`src/rtl/port_slew_multi.sv`:
```
// Multi-channel slewing output ports. Host writes per-channel target/step over an
// asynchronous strobe bus; each output walks toward its target by step on every tick.
module port_slew_multi #(
  parameter int DATA_W       = 16,
  parameter int CHANNELS     = 4,
  parameter int TICK_DIV     = 1,
  parameter int SYNC_STAGES  = 2,
  parameter int DEFAULT_STEP = 4
) (
  input  logic                                            clk,
  input  logic                                            rst,
  input  logic                                            WE,
  input  logic                                            WCLK,
  input  logic                                            WSEL,
  input  logic [((CHANNELS > 1) ? $clog2(CHANNELS) : 1)-1:0] WADDR,
  input  logic [DATA_W-1:0]                               WDATA,
  output logic [CHANNELS*DATA_W-1:0]                      GEN_OUT,
  output logic [CHANNELS-1:0]                             AT_TARGET,
  output logic                                            WACK
);
  localparam int CH_W = (CHANNELS > 1) ? $clog2(CHANNELS) : 1;
  localparam int TC_W = (TICK_DIV > 1) ? $clog2(TICK_DIV) : 1;

  logic [SYNC_STAGES-1:0] sync_reg;
  logic                   prev_reg;
  logic                   edge_reg;
  logic                   wack_reg;
  logic [TC_W-1:0]        tick_cnt_reg;
  logic                   tick;
  logic                   addr_ok;
  logic                   wr_en;

  assign tick    = (tick_cnt_reg == TC_W'(TICK_DIV - 1));
  assign addr_ok = (32'(WADDR) < 32'(CHANNELS));
  assign wr_en   = edge_reg & WE & addr_ok;
  assign WACK    = wack_reg;

  // Chain and prev load 1 so a strobe already high through reset is not seen as a rise.
  always_ff @(posedge clk) begin
    if (rst) begin
      sync_reg     <= '1;
      prev_reg     <= 1'b1;
      edge_reg     <= 1'b0;
      wack_reg     <= 1'b0;
      tick_cnt_reg <= '0;
    end else begin
      sync_reg     <= {sync_reg[SYNC_STAGES-2:0], WCLK};
      prev_reg     <= sync_reg[SYNC_STAGES-1];
      edge_reg     <= sync_reg[SYNC_STAGES-1] & ~prev_reg;
      wack_reg     <= wr_en;
      tick_cnt_reg <= tick ? '0 : tick_cnt_reg + 1'b1;
    end
  end

  for (genvar gi = 0; gi < CHANNELS; gi++) begin : g_ch
    logic [DATA_W-1:0] tgt_reg;
    logic [DATA_W-1:0] step_reg;
    logic [DATA_W-1:0] out_reg;
    logic              at_reg;
    logic [DATA_W-1:0] out_next;
    logic [DATA_W-1:0] tgt_next;
    logic [DATA_W-1:0] diff;
    logic              sel_ch;

    assign sel_ch   = wr_en && (WADDR == CH_W'(gi));
    assign tgt_next = (sel_ch && !WSEL) ? WDATA : tgt_reg;

    // Distance is always larger-minus-smaller, so the step never overshoots or wraps.
    always_comb begin
      diff     = (out_reg < tgt_reg) ? (tgt_reg - out_reg) : (out_reg - tgt_reg);
      out_next = out_reg;
      if (tick && (out_reg != tgt_reg)) begin
        if ((step_reg == '0) || (diff <= step_reg)) out_next = tgt_reg;
        else if (out_reg < tgt_reg)                 out_next = out_reg + step_reg;
        else                                        out_next = out_reg - step_reg;
      end
    end

    always_ff @(posedge clk) begin
      if (rst) begin
        tgt_reg  <= '0;
        step_reg <= DATA_W'(DEFAULT_STEP);
        out_reg  <= '0;
        at_reg   <= 1'b1;
      end else begin
        out_reg <= out_next;
        tgt_reg <= tgt_next;
        at_reg  <= (out_next == tgt_next);
        if (sel_ch && WSEL) step_reg <= WDATA;
      end
    end

    assign GEN_OUT[gi*DATA_W +: DATA_W] = out_reg;
    assign AT_TARGET[gi]                = at_reg;
  end

endmodule
```
`config.mk`:
```
export PLATFORM = sky130hd
export DESIGN_NAME = port_slew_multi
export DESIGN_NICKNAME = d
export VERILOG_FILES = /design/src/rtl/port_slew_multi.sv
export SDC_FILE = /design/constraint.sdc
export NUM_CORES = 1
export LEC_CHECK = 0
export CAP_MARGIN = 10
export CORE_MARGIN = 8
export CORE_UTILIZATION = 30
export CTS_CLUSTER_SIZE = 28
export DETAILED_ROUTE_END_ITERATION = 12
export PLACE_DENSITY_LB_ADDON = 0.1
export SLEW_MARGIN = 20
export SYNTH_ARGS = -nofsm -noshare
export SYNTH_HDL_FRONTEND = slang
export SYNTH_SLANG_ARGS = --single-unit
```
`constraint.sdc`:
```
create_clock -name clk -period 16.36 [get_ports clk]
set_clock_uncertainty 0.05 [all_clocks]
set_input_delay 3.272 -clock clk [delete_from_list [all_inputs] [get_ports clk]]
set_output_delay 3.272 -clock clk [all_outputs]
set_load 0.005 [all_outputs]
```
==> qor.json <==
{
  "max-clock-path-buffers": 3,
  "critical_path.max_stage_delay_ps": 630,
  "tritoncts": "yes",
  "drt-vias-per-instance": 5.17,
  "cts_hold_buffers": 0,
  "clock.fmax_ghz": 0.135,
  "power.static_leakage_nw": 9.49,
  "drcViolationCount": 0,
  "slew_at_the_pin_closest_to_its_max_slew_limit_ps": 1050,
  "root_buffer": "sky130_fd_sc_hd__clkbuf_16",
  "placementRows": 94,
  "finalHoldViolations": 0,
  "regArea_um2": 4040,
  "antenna_cells": 0,
  "final_max_slew_viol_count": 0,
  "crit_path_start_kind": "flop",
  "synth_edf_count": 0,
  "post_layout_nonfiller_instances": 3502,
  "finalWorstPathRequiredPeriod_ps": 7380,
  "gp_congestion": 0.871,
  "detail_route.iter0.violations": 1064,
  "grt-ovfl-total": 0,
  "syn-mean-instance-area_um2": 7.70,
  "grt_pass1_vias": 18100,
  "clk_latency_worst_skew_pair_ps": 570,
  "post_synthesis_sequential_area_ratio_pct": 20.3,
  "floorplan.die_area_um2": 75000,
  "required_ps": 16740,
  "wl_per_cell_um": 20.5,
  "synth.ff_latch_count": 202,
  "track_usage_pct": 18.6,
  "initial_utilization_pct": 30.3,
  "mappedNetlistArea_um2": 20000,
  "top_family_by_delay_on_critical_path": "compound AO/OA/AOI/OAI gates",
  "postCtsSetupBuffers": 0,
  "synth_async_sr_flop_share_pct": 0,
  "dp_hpwl_um": 55000,
  "worstHoldPathType": "flop to flop",
  "fp.dieH_um": 274,
  "synthDominantCellAreaShare_pct": 20.3,
  "power_dens_cells_nw_per_um2": 250,
  "max_cap_violations": 0,
  "cts_made_buffers": 28,
  "timing.setup.critical_path_class": "flop to flop",
  "layout_worst_path_cycle_share_pct": 45.1,
  "fp.dieW_um": 274,
  "area_occupied_by_multi_input_gates_um2": 14600,
  "max-slew-margin-rel_pct": 29.8,
  "pin_count_of_the_biggest_net_entering_global_routing": 111,
  "placement.io_buffers": 91,
  "slowest_stage": "sky130_fd_sc_hd__o21ai_1",
  "vdd.ir_drop.worst_v": 0.000147,
  "critPathArrivalTime_ps": 7770,
  "critical-path-top-cell-by-count": "sky130_fd_sc_hd__nand4_1",
  "grt_pass1_wl_um": 109000,
  "syn_inst": 2592,
  "ys.warnings.count": 0,
  "cp_num_buf_inv": 2,
  "routed-via-count": 18100,
  "number_of_nets_still_failing_antenna_checks_after_routing": 0,
  "setup.worst_path.end_class": "flop",
  "fp.coreArea_um2": 65900,
  "post-synth-top-count-cell": "sky130_fd_sc_hd__nor2_1",
  "cts.sink_count": 202,
  "placed_cells": 3457,
  "io_pins": 92,
  "total_negative_setup_slack_ps": 0,
  "ys_types": 79,
  "status": "finished, final reports clean",
  "top_post_synthesis_cells_by_area": "sky130_fd_sc_hd__dfxtp_1 20%, sky130_fd_sc_hd__ha_1 16%, sky130_fd_sc_hd__xnor2_1 7.4%",
  "antenna_violations_before_repair": 1,
  "grt_setup_unrepaired": "no",
  "synthTopCellsByCount": "260 x sky130_fd_sc_hd__nor2_1, 252 x sky130_fd_sc_hd__ha_1, 233 x sky130_fd_sc_hd__inv_1",
  "setup_viol": 0,
  "yosys.area.top_type": "sky130_fd_sc_hd__dfxtp_1",
  "drt-total-wl_um": 71600,
  "synth_flop_cell": "sky130_fd_sc_hd__dfxtp_1",
  "drt-pass1-iter-count": 6,
  "post_route_cells_drive_above_1_share_pct": 4.51,
  "crit_fanout": 23,
  "area_delta_synth_final_pct": 13.5,
  "cts.clk_slew.worst_paths_ps": 50,
  "synth_nets": 2879,
  "layout.nets": 2910,
  "count_of_fill_cells_added_during_filler_insertion": 6951,
  "htree_levels": 1,
  "cts-resized-gates": 0
}
path summary, 6_finish.rpt:
kind | end | depth (start not counted) | slack, ps | startpoint
setup / recovery | g_ch[1].at_reg$_SDFF_PP1_ | 26 | 8980 | g_ch[1].out_reg[13]$_SDFF_PP0_
hold / removal | edge_reg$_SDFF_PP0_ | 1 | 340 | prev_reg$_SDFF_PP1_
setup reg to reg | g_ch[1].at_reg$_SDFF_PP1_ | 26 | 8980 | g_ch[1].out_reg[13]$_SDFF_PP0_
hold reg to reg | edge_reg$_SDFF_PP0_ | 1 | 340 | prev_reg$_SDFF_PP1_
cell usage in the layout (no fill, tap or decap), types with 63 or more instances in the layout:
master / count
sky130_fd_sc_hd__a21oi_1: 214
sky130_fd_sc_hd__clkdlybuf4s50_1: 90
sky130_fd_sc_hd__dfxtp_1: 202
sky130_fd_sc_hd__ha_1: 252
sky130_fd_sc_hd__nor2_1: 259
sky130_fd_sc_hd__xnor2_1: 169
sky130_fd_sc_hd__nand2_1: 199
sky130_fd_sc_hd__xor2_1: 63
sky130_fd_sc_hd__mux2i_1: 142
sky130_fd_sc_hd__o21ai_0: 117
sky130_fd_sc_hd__a21o_1: 106
sky130_fd_sc_hd__inv_1: 233
logic make-up after synthesis:
kind of cell / after synthesis / synth area share [%]
fa+ha+maj: 264 / 17.0
mux: 151 / 7.63
simple gates: 709 / 16.2
compound gates: 678 / 21.8
flops: 202 / 20.3
buf+inv: 355 / 6.87
xor+xnor: 232 / 10.2
other cells: 1 / 0.0188
through the flow:
stage	power, W	utilization [%]	setup slack (ps)	area (um2)	hold slack, ps
after floorplan	0.00391	-	10340	20000	323
final	0.00567	34.4	8980	22600	339
after detailed placement	0.00505	33.0	8980	21700	330
after global routing	0.00621	34.4	8270	22600	368
after CTS	0.00571	34.4	8920	22600	338
after global placement	0.00502	33.0	9000	21700	330
area by class of cell:
cell class	count	share of cell area, %
Clock buffer	38	3.49
Clock inverter	7	0.486
Inverter	233	3.86
Multi-Input combinational cell	2035	64.4
Sequential cell	202	17.9
Tap cell	864	4.77
Timing Repair Buffer	123	5.09
power by group:
group	internal (W)	switching [W]	leakage [nW]
Combinational	0.00186	0.00257	7.41
Sequential	0.000543	0.0000798	1.64
Clock	0.000378	0.000239	0.444
worst register-to-register path, delay by kind of cell, from the launching register on:
family / cells / cell delay, ps
xor+xnor: 2 / 350
compound gates: 8 / 2380
mux: 3 / 1060
fa+ha+maj: 2 / 730
simple gates: 9 / 1810
buf+inv: 2 / 410
flops: 1 / 440
per-layer routing:
metal	up-vias	share of wire [%]	track usage, %
met5	-	0.018	0
met4	2	3.4	6.27
met3	104	3.9	2.45
met2	355	46	30.9
met1	8583	47	24.5
li1	9058	-	-
Power figures use the tool's default switching activity.
